===== config.mk =====
export PLATFORM = sky130hd
export DESIGN_NAME = core_mem_arbiter
export DESIGN_NICKNAME = d
export VERILOG_FILES = /design/src/rtl/core_mem_arbiter_pkg.sv /design/src/rtl/core_mem_arbiter_rr_grant.sv /design/src/rtl/core_mem_arbiter.sv
export SDC_FILE = /design/constraint.sdc
export NUM_CORES = 1
export LEC_CHECK = 0
export BUFFER_PORTS_ARGS = -buffer_cell sky130_fd_sc_hd__buf_2
export CAP_MARGIN = 20
export CORE_AREA = 2 2 195 197
export CTS_CLUSTER_SIZE = 12
export DETAILED_ROUTE_END_ITERATION = 6
export DIE_AREA = 0 0 197 199
export HOLD_SLACK_MARGIN = 0.06
export PLACE_DENSITY_LB_ADDON = 0.15
export SKIP_LAST_GASP = 1
export SLEW_MARGIN = 40
export SYNTH_ARGS = -nofsm -noshare
export SYNTH_HDL_FRONTEND = slang
export SYNTH_SLANG_ARGS = --single-unit

===== constraint.sdc =====
create_clock -name clk -period 1.5 [get_ports clk]
set_input_delay 0.15 -clock clk [delete_from_list [all_inputs] [get_ports clk]]
set_output_delay 0.15 -clock clk [all_outputs]
set_load 0.1 [all_outputs]

===== src/rtl/core_mem_arbiter_pkg.sv =====
// ============================================================================
// Module   : common (package)
// Purpose  : Bus structs, widths and arbiter state encoding shared by the
//            core memory arbiter and its round-robin grant helper.
// Revision : 1.0 - initial release
// ============================================================================
`default_nettype none

package common;

    localparam int MEM_ADDR_W = 64;
    localparam int MEM_DATA_W = 64;
    localparam int MEM_STRB_W = MEM_DATA_W / 8;

    typedef struct packed {
        logic                  valid;
        logic [MEM_ADDR_W-1:0] addr;
    } ibus_req_t;

    typedef struct packed {
        logic        data_ok;
        logic [31:0] data;
    } ibus_resp_t;

    typedef struct packed {
        logic                  valid;
        logic [MEM_ADDR_W-1:0] addr;
        logic [MEM_STRB_W-1:0] strobe;
        logic [MEM_DATA_W-1:0] data;
    } dbus_req_t;

    typedef struct packed {
        logic                  data_ok;
        logic [MEM_DATA_W-1:0] data;
    } dbus_resp_t;

    typedef struct packed {
        logic                  valid;
        logic                  is_write;
        logic [MEM_ADDR_W-1:0] addr;
        logic [MEM_STRB_W-1:0] strobe;
        logic [MEM_DATA_W-1:0] data;
    } mbus_req_t;

    typedef struct packed {
        logic                  ready;
        logic                  data_ok;
        logic [MEM_DATA_W-1:0] data;
    } mbus_resp_t;

    typedef enum logic [2:0] {
        IDLE   = 3'd0,
        REQ_I  = 3'd1,
        REQ_D  = 3'd2,
        WAIT_I = 3'd3,
        WAIT_D = 3'd4
    } arb_state_t;

endpackage

`default_nettype wire


===== src/rtl/core_mem_arbiter_rr_grant.sv =====
// ============================================================================
// Module   : rr_grant
// Purpose  : Combinational two-way round-robin between fetch and data masters.
// Revision : 1.0 - initial release
// ============================================================================
`default_nettype none

module rr_grant (
    input  logic i_ivalid,
    input  logic i_dvalid,
    input  logic i_last_d,
    output logic o_grant_i,
    output logic o_grant_d
);

    // On contention the master that was not served last wins.
    assign o_grant_d = i_dvalid & (~i_ivalid | ~i_last_d);
    assign o_grant_i = i_ivalid & (~i_dvalid |  i_last_d);

endmodule

`default_nettype wire


===== src/rtl/core_mem_arbiter.sv =====
// ============================================================================
// Module   : core_mem_arbiter
// Purpose  : Merges the core's fetch and data buses onto one single-beat
//            memory port, one outstanding transaction at a time.
// Revision : 1.0 - initial release
// ============================================================================
`default_nettype none

module core_mem_arbiter
    import common::*;
#(
    parameter int ADDR_W = 64,
    parameter int DATA_W = 64
) (
    input  logic       clk,
    input  logic       reset,
    input  ibus_req_t  ireq,
    output ibus_resp_t iresp,
    input  dbus_req_t  dreq,
    output dbus_resp_t dresp,
    output mbus_req_t  mreq,
    input  mbus_resp_t mresp
);

    localparam int STRB_W = DATA_W / 8;

    arb_state_t        state_q, state_d;
    logic              last_d_q, last_d_d;
    logic              lat_is_write_q, lat_is_write_d;
    logic [ADDR_W-1:0] lat_addr_q, lat_addr_d;
    logic [STRB_W-1:0] lat_strobe_q, lat_strobe_d;
    logic [DATA_W-1:0] lat_data_q, lat_data_d;

    logic w_grant_i;
    logic w_grant_d;
    logic w_resp_i;
    logic w_resp_d;

    rr_grant u_rr_grant (
        .i_ivalid  (ireq.valid),
        .i_dvalid  (dreq.valid),
        .i_last_d  (last_d_q),
        .o_grant_i (w_grant_i),
        .o_grant_d (w_grant_d)
    );

    always_ff @(posedge clk or negedge reset) begin
        if (!reset) begin
            state_q        <= IDLE;
            last_d_q       <= 1'b0;
            lat_is_write_q <= 1'b0;
            lat_addr_q     <= '0;
            lat_strobe_q   <= '0;
            lat_data_q     <= '0;
        end else begin
            state_q        <= state_d;
            last_d_q       <= last_d_d;
            lat_is_write_q <= lat_is_write_d;
            lat_addr_q     <= lat_addr_d;
            lat_strobe_q   <= lat_strobe_d;
            lat_data_q     <= lat_data_d;
        end
    end

    always_comb begin
        state_d        = state_q;
        last_d_d       = last_d_q;
        lat_is_write_d = lat_is_write_q;
        lat_addr_d     = lat_addr_q;
        lat_strobe_d   = lat_strobe_q;
        lat_data_d     = lat_data_q;
        w_resp_i       = 1'b0;
        w_resp_d       = 1'b0;

        mreq          = '0;
        mreq.is_write = lat_is_write_q;
        mreq.addr     = lat_addr_q;
        mreq.strobe   = lat_strobe_q;
        mreq.data     = lat_data_q;

        case (state_q)
            IDLE: begin
                if (w_grant_d) begin
                    lat_is_write_d = |dreq.strobe;
                    lat_addr_d     = dreq.addr;
                    lat_strobe_d   = dreq.strobe;
                    lat_data_d     = dreq.data;
                    last_d_d       = 1'b1;
                    state_d        = REQ_D;
                end else if (w_grant_i) begin
                    lat_is_write_d = 1'b0;
                    lat_addr_d     = ireq.addr;
                    lat_strobe_d   = '0;
                    lat_data_d     = '0;
                    last_d_d       = 1'b0;
                    state_d        = REQ_I;
                end
            end
            REQ_I, REQ_D: begin
                mreq.valid = 1'b1;
                // data_ok only counts once the request has been accepted.
                if (mresp.ready) begin
                    if (mresp.data_ok) begin
                        w_resp_i = (state_q == REQ_I);
                        w_resp_d = (state_q == REQ_D);
                        state_d  = IDLE;
                    end else begin
                        state_d = (state_q == REQ_D) ? WAIT_D : WAIT_I;
                    end
                end
            end
            WAIT_I, WAIT_D: begin
                if (mresp.data_ok) begin
                    w_resp_i = (state_q == WAIT_I);
                    w_resp_d = (state_q == WAIT_D);
                    state_d  = IDLE;
                end
            end
            default: state_d = IDLE;
        endcase
    end

    // A requester that withdrew its valid (e.g. flush) silently loses the response.
    always_comb begin
        iresp = '0;
        dresp = '0;
        if (w_resp_i && ireq.valid) begin
            iresp.data_ok = 1'b1;
            iresp.data    = lat_addr_q[2] ? mresp.data[63:32] : mresp.data[31:0];
        end
        if (w_resp_d && dreq.valid) begin
            dresp.data_ok = 1'b1;
            dresp.data    = mresp.data;
        end
    end

endmodule

`default_nettype wire

==> flow_metrics.py, run 1 <==
metrics = {
    "status": {
        "outcome": "complete, but fails checks",
        "violations": "negative setup slack",
    },
    "grt": {
        "grt_max_degree": 46,
        "grt-ovfl-total": 0,
        "antenna_found_initial": 5,
        "grt_use_total": 0.158,
        "grt_pass1_vias": 7508,
        "grt_pass1_wl_um": 45900,
    },
    "job": {
        "max_cap_violations": 0,
    },
    "placement": {
        "io_buffers": 505,
        "place.gp.congestion": 0.759,
        "placed_cell_area_mm2": 0.0126,
        "place.detailed.hpwl_um": 21800,
        "dp_cells": 1525,
        "place_ws_ns": -0.255,
    },
    "yosys": {
        "syn_area_per_cell_um2": 13.3,
        "seq_area_frac_synth": 0.483,
        "synth_top_area_share": 0.483,
        "synth-seq-cells": 141,
        "synth_area_leader_cell": "dfrtp_1",
        "syn_inst": 549,
        "synth.distinct_cells": 34,
        "synthesis.nets": 819,
        "synthTopCellsByArea": "dfrtp_1, mux2_4, a22o_1",
        "synth.cell_area_mm2": 0.00730,
        "synth-warning-count": 0,
    },
    "power": {
        "clkPwrFrac": 0.122,
        "peakVddDrop_v": 0.00202,
        "swShare": 0.566,
        "combPwrFrac": 0.704,
        "p_leak_nw": 7.49,
        "internal_power_mw": 16.1,
        "p_switching_mw": 21.0,
        "power_density_mw_per_mm2": 2440,
        "p_total_mw": 37.0,
        "seqPwrFrac": 0.174,
    },
    "floorplanning": {
        "start_util": 0.197,
        "die_h_um": 199,
        "ios": 506,
        "rows": 71,
        "fp.dieArea_mm2": 0.0392,
        "core_mm2": 0.0371,
        "die_w_um": 197,
    },
    "finish": {
        "drive_gt1_frac": 0.716,
        "final_cell_area_mm2": 0.0152,
        "fin_util": 0.408,
        "stdcell_count": 1699,
        "final_net_count": 1478,
        "area_delta_synth_final_pct": 108,
    },
    "sta": {
        "worst_slack_ns": -0.687,
        "fin_hold_ws_ns": 0.0862,
        "period_share": 1.46,
        "maxSlewHeadroom": 0.648,
        "hold_violations": 0,
        "tightestPinTransition_ns": 0.521,
        "tns_ns": -104.46,
        "slew_viol_final": 0,
        "period_minus_slack_ns": 2.19,
        "finClkSkew_ns": 0.0137,
        "rsz0062_at_grt": "true",
        "setup_viol": 238,
        "fmax_mhz": 457,
    },
    "clocking": {
        "cts_sinks": 141,
        "worstSkewPairLatency_ns": 0.42,
        "htree_levels": 4,
        "root_buffer": "clkbuf_16",
        "cts_tree": "yes",
        "cts_buffers": 17,
        "cts.clk_slew.worst_paths_ns": 0.06,
        "cts_buffer_depth": 2,
    },
    "worst_setup_path": {
        "cp_cell_sequence": "nand3b_1 -> a211oi_4 -> buf_6 -> buf_12 -> buf_16 -> and2_4 -> buf_12",
        "path_max_fanout": 8,
        "cp_slowest_cell": "dfrtp_2",
        "regToRegSetupSlack_ns": -0.44,
        "cp_slowest_stage_delay_ns": 0.41,
        "critPathKind": "register to primary output",
        "crit_path_start_kind": "register",
        "critPathRequiredTime_ns": 1.35,
        "cp.arrival_ns": 2.04,
        "crit_path_frequent_cell": "buf_12",
        "end_kind": "primary output",
    },
    "drt": {
        "drt_first_iter_violations": 149,
        "postRouteAntennaNets": 0,
        "wl_um": 31800,
        "drtPass1Iterations": 4,
        "drc_errors": 0,
        "wl_per_cell_um": 18.7,
        "vias": 6999,
        "via_per_inst": 4.12,
    },
    "worst_hold_path": {
        "holdCritPathClass": "input port to register",
    },
}
-- kinds of logic after synthesis --
logic type,count (synthesis),share of synthesized area
AO/OA/AOI/OAI,83,0.0993
XOR/XNOR,1,0.00120
flip-flops,141,0.483
buffers and inverters,48,0.0423
multiplexers,161,0.286
AND/OR/NAND/NOR,115,0.0884
-- critical path, delay by kind of cell (launching register included) --
kind / cells / cell delay [ns]
buf+inv: 4 / 0.60
simple gates: 2 / 0.37
flops: 1 / 0.41
compound gates: 1 / 0.24
-- cell usage after synthesis --
master / number
inv_1: 1
mux2i_1: 33
and2_1: 65
o41ai_1: 1
nand3_1: 1
mux2_4: 84
a211oi_1: 2
a22o_1: 73
buf_6: 11
a21o_1: 1
nor4_1: 2
o21a_1: 1
nor4b_1: 1
a211oi_2: 1
nand3b_1: 2
a22oi_1: 1
xnor2_1: 1
buf_1: 3
nor2b_1: 1
o21ai_2: 1
nor2_1: 34
or3_1: 1
a21boi_2: 1
nand2b_1: 4
dfrtp_1: 141
buf_2: 20
nor3_4: 1
o31ai_1: 1
mux2_2: 44
nand2_1: 2
clkbuf_2: 5
buf_4: 4
and3b_1: 1
clkbuf_1: 4
-- power groups by stage --
stage | registers, mW | logic, mW | clock network, mW
3_3_place_gp | 6.47 | 23.2 | 0
4_1_cts | 6.42 | 26.2 | 4.63
2_1_floorplan | 18.0 | 7.06 | 0
5_1_grt | 6.65 | 26.9 | 4.78
3_5_place_dp | 6.41 | 23.2 | 0
6_report | 6.44 | 26.1 | 4.50
-- per-layer routing --
layer  track usage  share of wire
met5             0              0
met1         0.181           0.39
met2         0.281           0.52
met3        0.0417          0.067
met4        0.0571          0.020
-- area by class of cell --
cell class / instances / area (um2)
diodes: 4 / 10.0
clock buffers: 17 / 425
clock inverters: 15 / 190
fillers: 3544 / 22000
inverters: 1 / 7.51
multi-input cells: 360 / 3950
flip-flops and latches: 141 / 3530
well taps: 474 / 593
repair buffers: 687 / 6460
-- final timing paths --
| path | startpoint | to | cells after the start |
|---|---|---|---|
| max in group asynchronous | reset | lat_addr_q[2]$_DFFE_PN0P_ | 3 |
| min in group asynchronous | reset | lat_data_q[33]$_DFFE_PN0P_ | 2 |
| worst min-delay path | dreq[89] | lat_addr_q[17]$_DFFE_PN0P_ | 3 |
| worst min register to register | lat_data_q[30]$_DFFE_PN0P_ | lat_data_q[30]$_DFFE_PN0P_ | 1 |
| worst max-delay path | state_q[2]$_DFFE_PN0P_ | dresp[23] | 7 |
| worst max register to register | state_q[1]$_DFFE_PN0P_ | lat_data_q[1]$_DFFE_PN0P_ | 8 |
-- flip-flops by register name, indices dropped and copies added, names as in the netlist --
signal          flops
lat_is_write_q      1
lat_strobe_q        8
last_d_q            1
lat_data_q         64
state_q             3
lat_addr_q         64
-- placed cells by master (no fill, tap or decap), drive strengths merged --
cell type,Yosys,final
nor4b,1,1
nand2,2,2
dlygate4sd3,0,86
a21boi,1,1
dfrtp,141,141
mux2i,33,33
o21a,1,1
or3,1,1
nand3b,2,2
bufbuf,0,7
a22oi,1,1
inv,1,11
a21o,1,1
diode,0,4
bufinv,0,2
clkinvlp,0,1
nand2b,4,4
nor2b,1,1
nor2,34,34
nand3,1,1
a22o,73,73
and3b,1,1
nor4,2,2
clkbuf,9,18
nor3,1,1
a211oi,3,3
o21ai,1,1
buf,38,593
and2,65,65
mux2,128,128
o31ai,1,1
clkinv,0,2
xnor2,1,1
o41ai,1,1
-- timing repair --
| item | in CTS | in global routing |
|---|---|---|
| setup buffers | 19 | 7 |
| setup endpoints to repair | 239 | 239 |
| hold buffers | 86 | 0 |
| gates cloned | 25 | 1 |
| hold endpoints to repair | 222 | 0 |
| resized for setup | 31 | 4 |
| pin swaps | 12 | 8 |
No activity file was read; power rests on OpenSTA's default activity.
==> inputs of run 2 (changes only) <==
Settings changed: PLACE_DENSITY from default to 0.47, PLACE_DENSITY_LB_ADDON 0.15 to default.
==> run 2 against run 1 <==
Effect of this change:
- the flow still finishes with violations (negative setup slack)
- final cell count is 0.59% higher
- global-route usage is 0.79 points lower
- highest routed layer is now met5
- critical path type unchanged
- routed wire length is 1.3% lower
- largest cell class unchanged
- count of clock-buffer cells in the layout stayed put
- critical path depth is 1 lower
==> flow_metrics.py, run 2 (synthesis results as in run 1) <==
metrics = {
    "status": {
        "outcome": "complete, but fails checks",
        "violations": "negative setup slack",
    },
    "floorplanning": {
        "core_mm2": 0.0371,
        "start_util": 0.197,
        "die_h_um": 199,
        "die_w_um": 197,
        "fp.dieArea_mm2": 0.0392,
        "rows": 71,
        "ios": 506,
    },
    "sta": {
        "finClkSkew_ns": 0.0192,
        "slew_viol_final": 0,
        "period_share": 1.44,
        "fmax_mhz": 462,
        "maxSlewHeadroom": 0.648,
        "rsz0062_at_grt": "true",
        "setup_viol": 236,
        "tightestPinTransition_ns": 0.532,
        "fin_hold_ws_ns": 0.0782,
        "tns_ns": -84.68,
        "hold_violations": 0,
        "worst_slack_ns": -0.665,
        "period_minus_slack_ns": 2.17,
    },
    "worst_setup_path": {
        "rr_startpoint": "last_d_q$_DFFE_PN0P_",
        "path_max_fanout": 16,
        "critPathKind": "register to primary output",
        "cp.arrival_ns": 2.02,
        "crit_path_start_kind": "register",
        "regToRegSetupSlack_ns": -0.31,
        "reg2reg_depth": 6,
        "critPathRequiredTime_ns": 1.35,
        "regToRegEndpoint": "lat_addr_q[38]$_DFFE_PN0P_",
        "end_kind": "primary output",
    },
    "clocking": {
        "root_buffer": "clkbuf_16",
        "htree_levels": 4,
        "cts_buffers": 17,
        "cts.clk_slew.worst_paths_ns": 0.08,
        "cts_tree": "yes",
        "cts_sinks": 141,
        "cts_buffer_depth": 2,
        "worstSkewPairLatency_ns": 0.43,
    },
    "power": {
        "p_leak_nw": 7.54,
        "internal_power_mw": 15.4,
        "clkPwrFrac": 0.124,
        "seqPwrFrac": 0.180,
        "peakVddDrop_v": 0.00154,
        "combPwrFrac": 0.696,
        "power_density_mw_per_mm2": 2380,
        "swShare": 0.576,
        "p_switching_mw": 20.9,
    },
    "grt": {
        "grt_pass1_vias": 7371,
        "grt_max_degree": 34,
        "grt_pass1_wl_um": 44300,
        "antenna_found_initial": 6,
        "grt_use_total": 0.150,
        "grt-ovfl-total": 0,
    },
    "finish": {
        "final_cell_area_mm2": 0.0152,
        "reg_top3": "lat_addr_q x64, lat_data_q x64, lat_strobe_q x8",
        "regArea_mm2": 0.00353,
        "multi_input_area_mm2": 0.00404,
        "layout_common_cells": "buf_2, dfrtp_1, buf_12",
        "final_common_cell": "buf_2",
        "area_delta_synth_final_pct": 108,
        "drive_gt1_frac": 0.711,
        "n_fill_cell": 3500,
        "final_net_count": 1490,
    },
    "job": {
        "max_cap_violations": 0,
    },
    "drt": {
        "vias": 7181,
        "postRouteAntennaNets": 0,
        "wl_per_cell_um": 18.4,
        "via_per_inst": 4.20,
        "drtPass1Iterations": 4,
        "drt_first_iter_violations": 174,
        "drc_errors": 0,
        "wl_um": 31400,
    },
    "placement": {
        "place.detailed.hpwl_um": 22900,
        "place.gp.congestion": 0.794,
        "place_ws_ns": -0.237,
        "io_buffers": 505,
        "placed_cell_area_mm2": 0.0128,
    },
    "worst_hold_path": {
        "min_from": "ireq[43]",
        "holdCritPathClass": "input port to register",
        "hold_end": "lat_addr_q[43]$_DFFE_PN0P_",
        "whs_path_depth": 3,
    },
}
-- run 2: cell count changes in the layout (fill, tap and decap cells not counted), moves of 3 or more --
cell	change
mux2_2	-30
mux2_4	+30
buf_16	-17
buf_8	+10
buf_12	+9
clkbuf_16	+8
dlygate4sd3_1	+8
bufbuf_16	-6
buf_6	+3
clkinv_8	+3
-- run 2: repair_timing --
item	4_1_cts	5_1_grt
endpoints found under the hold margin	228	0
pin swaps	3	7
setup buffers	11	15
hold buffers	94	0
cloned	4	10
gates resized for setup	51	34
setup endpoints to repair	240	241
-- run 2: how the worst max path moves through the flow --
stage	startpoint	to	slack, ns
floorplan	lat_addr_q[2]$_DFFE_PN0P_	iresp[10]	-0.25
finish	state_q[2]$_DFFE_PN0P_	dresp[58]	-0.67
CTS	state_q[2]$_DFFE_PN0P_	dresp[2]	-0.72
global route	state_q[2]$_DFFE_PN0P_	dresp[9]	-0.77
detailed placement	state_q[2]$_DFFE_PN0P_	dresp[2]	-0.24
global placement	state_q[2]$_DFFE_PN0P_	dresp[2]	-0.24
-- run 2: worst max-delay path: stages, from the launching register on --
cell	delay, ns
dfrtp_2	0.41
nand3b_1	0.21
a211oi_4	0.23
buf_6	0.20
clkbuf_16	0.20
and2_4	0.16
buf_12	0.16
-- run 2: power by group through the flow --
| stage | registers [mW] | clock network [mW] | logic, mW |
|---|---|---|---|
| after floorplan | 18.0 | 0 | 7.06 |
| after global placement | 6.51 | 0 | 23.6 |
| after detailed placement | 6.52 | 0 | 23.7 |
| after CTS | 6.51 | 4.60 | 24.6 |
| after global routing | 6.74 | 4.78 | 26.0 |
| final | 6.53 | 4.48 | 25.2 |
-- run 2: layout make-up --
type | count | share of cell area
repair buffers | 699 | 0.422
multi-input cells | 360 | 0.266
flip-flops and latches | 141 | 0.232
well taps | 474 | 0.0390
clock buffers | 17 | 0.0279
clock inverters | 15 | 0.0127
inverters | 1 | 0.000493
diodes | 2 | 0.000329
-- run 2: metrics by stage --
step,power [mW],instances,util
after global routing,37.5,1708,0.410
final,36.2,1709,0.410
after global placement,30.1,1545,0.344
after CTS,35.7,1686,0.398
after detailed placement,30.2,1545,0.344
after floorplan,25.1,549,-
-- run 2: metal layers --
metal / vias up / share of wire / global-route usage
met3: 37 / 0.062 / 0.0356
met4: 2 / 0.027 / 0.0563
met5: - / 0.00041 / 0
met2: 329 / 0.52 / 0.267
li1: 3326 / - / -
met1: 3487 / 0.39 / 0.173
==> inputs of run 3 (changes only) <==
Settings changed: REMOVE_ABC_BUFFERS from default to 1.
==> run 3 against run 2 <==
Effect of this change:
- the run still ends with negative setup slack left
- combinational power is 8% higher
- first-iteration DRC count is 41% higher
- global-route usage is 2.3 points higher
- critical path type unchanged
- largest power group unchanged
==> flow_metrics.py, run 3 (synthesis results as in run 1) <==
metrics = {
    "finish": {
        "final_common_cell": "buf_2",
        "area_delta_synth_final_pct": 128,
        "stdcell_count": 1819,
        "antenna_cells": 0,
        "final_cell_area_mm2": 0.0167,
        "n_fill_cell": 3388,
        "reg_top3": "lat_addr_q x64, lat_data_q x64, lat_strobe_q x8",
        "layout_common_cells": "buf_2, dlygate4sd3_1, dfrtp_1",
        "final_net_count": 1603,
        "drive_gt1_frac": 0.666,
    },
    "drt": {
        "wl_um": 37200,
        "vias": 7693,
        "postRouteAntennaNets": 0,
        "drt_first_iter_violations": 245,
        "wl_per_cell_um": 20.5,
        "drtPass1Iterations": 5,
        "via_per_inst": 4.23,
        "drc_errors": 0,
    },
    "worst_setup_path": {
        "cp_slowest_stage_delay_ns": 0.41,
        "crit_path_start_kind": "register",
        "regToRegSetupSlack_ns": -0.36,
        "critPathRequiredTime_ns": 1.35,
        "crit_path_frequent_cell": "buf_12",
        "path_max_fanout": 17,
        "regToRegEndpoint": "lat_addr_q[3]$_DFFE_PN0P_",
        "critPathKind": "register to primary output",
        "cp_top_family": "buffers and inverters",
        "crit_path_start": "state_q[2]$_DFFE_PN0P_",
        "rr_startpoint": "state_q[2]$_DFFE_PN0P_",
        "cp_cell_sequence": "nand3b_1 -> a211oi_4 -> buf_6 -> buf_12 -> and2_4 -> buf_12",
        "path_depth": 6,
        "cp_slowest_cell": "dfrtp_1",
        "crit_buf_inv": 3,
        "endpoint": "dresp[31]",
        "cp.arrival_ns": 2.08,
        "reg2reg_depth": 8,
        "end_kind": "primary output",
    },
    "clocking": {
        "htree_levels": 4,
        "cts_tree": "yes",
        "cts_sinks": 141,
        "cts_buffers": 17,
        "worstSkewPairLatency_ns": 0.44,
        "cts.clk_slew.worst_paths_ns": 0.07,
        "root_buffer": "clkbuf_16",
        "cts_buffer_depth": 2,
    },
    "sta": {
        "setup_viol": 239,
        "fmax_mhz": 448,
        "tightestPinTransition_ns": 0.552,
        "period_minus_slack_ns": 2.23,
        "hold_violations": 0,
        "rsz0062_at_grt": "true",
        "worst_slack_ns": -0.731,
        "fin_hold_ws_ns": 0.0830,
        "slew_viol_final": 0,
        "period_share": 1.49,
        "maxSlewHeadroom": 0.634,
        "finClkSkew_ns": 0.0148,
    },
    "status": {
        "violations": "negative setup slack",
        "outcome": "complete, but fails checks",
    },
    "power": {
        "peakVddDrop_v": 0.00164,
        "p_leak_nw": 8.08,
        "power_density_mw_per_mm2": 2270,
        "p_total_mw": 37.8,
    },
    "placement": {
        "placed_cell_area_mm2": 0.0121,
        "io_buffers": 505,
        "place_ws_ns": -0.257,
        "place.detailed.hpwl_um": 21800,
        "place.gp.congestion": 0.791,
        "dp_cells": 1517,
    },
    "floorplanning": {
        "die_w_um": 197,
        "core_mm2": 0.0371,
        "fp.dieArea_mm2": 0.0392,
        "start_util": 0.197,
        "rows": 71,
        "ios": 506,
        "die_h_um": 199,
    },
    "grt": {
        "grt_pass1_wl_um": 49700,
        "antenna_found_initial": 0,
        "grt_use_total": 0.172,
        "grt_pass1_vias": 8026,
        "grt_max_degree": 66,
        "grt-ovfl-total": 0,
    },
    "worst_hold_path": {
        "min_from": "ireq[23]",
        "holdCritPathClass": "input port to register",
    },
    "job": {
        "max_cap_violations": 0,
    },
}
## run 3: cell count changes in the layout (fill, tap and decap cells not counted), moves of 4 or more
cell / change
and2_2: -4
buf_16: +23
mux2_4: -28
dlygate4sd3_1: +89
buf_6: +18
mux2_2: +28
and2_4: +4
clkinv_8: -4
buf_4: -17
## run 3: worst min-delay path by stage
stage	to	depth (start not counted)
final	lat_addr_q[23]$_DFFE_PN0P_	3
after global routing	lat_addr_q[9]$_DFFE_PN0P_	3
after CTS	lat_addr_q[9]$_DFFE_PN0P_	3
after detailed placement	lat_strobe_q[6]$_DFFE_PN0P_	1
after global placement	lat_strobe_q[6]$_DFFE_PN0P_	1
after floorplan	last_d_q$_DFFE_PN0P_	0
## run 3: layout make-up
cell class / instances / area (um2) / share of cell area
multi-input cells: 362 / 3980 / 0.239
inverters: 1 / 8.76 / 0.000526
flip-flops and latches: 141 / 3530 / 0.212
repair buffers: 810 / 7980 / 0.479
well taps: 474 / 593 / 0.0356
clock buffers: 21 / 460 / 0.0276
clock inverters: 10 / 106 / 0.00638
## run 3: through the flow
step	util	TNS, ns
after floorplan	-	-672.61
after global placement	0.326	-46.51
after detailed placement	0.326	-46.68
after CTS	0.427	-103.77
after global routing	0.449	-125.19
final	0.449	-108.36
## run 3: routing by layer
metal  vias up  share of wire  track usage
li1       3561              -            -
met1      3749           0.40        0.205
met2       332           0.52        0.300
met3        51          0.058       0.0405
met4         0          0.025       0.0691
met5         -              0            0
## run 3: what timing repair did
| action | in CTS | in global routing |
|---|---|---|
| setup endpoints to repair | 240 | 242 |
| resized for setup | 98 | 126 |
| hold buffers | 183 | 0 |
| cloned | 29 | 16 |
| pin swaps | 3 | 65 |
| hold endpoints to repair | 274 | 0 |
| buffers inserted | 22 | 26 |
## run 3: worst min-delay path, stage by stage
cell,delay (ns)
buf_2,0.07
mux2_2,0.14
mux2_2,0.13
## run 3: report_power, final
part | internal (mW) | switching (mW) | total [mW] | leakage (nW)
registers | 5.50 | 0.965 | 6.47 | 1.75
clock network | 2.39 | 1.79 | 4.17 | 0.265
logic | 8.63 | 18.6 | 27.2 | 6.07
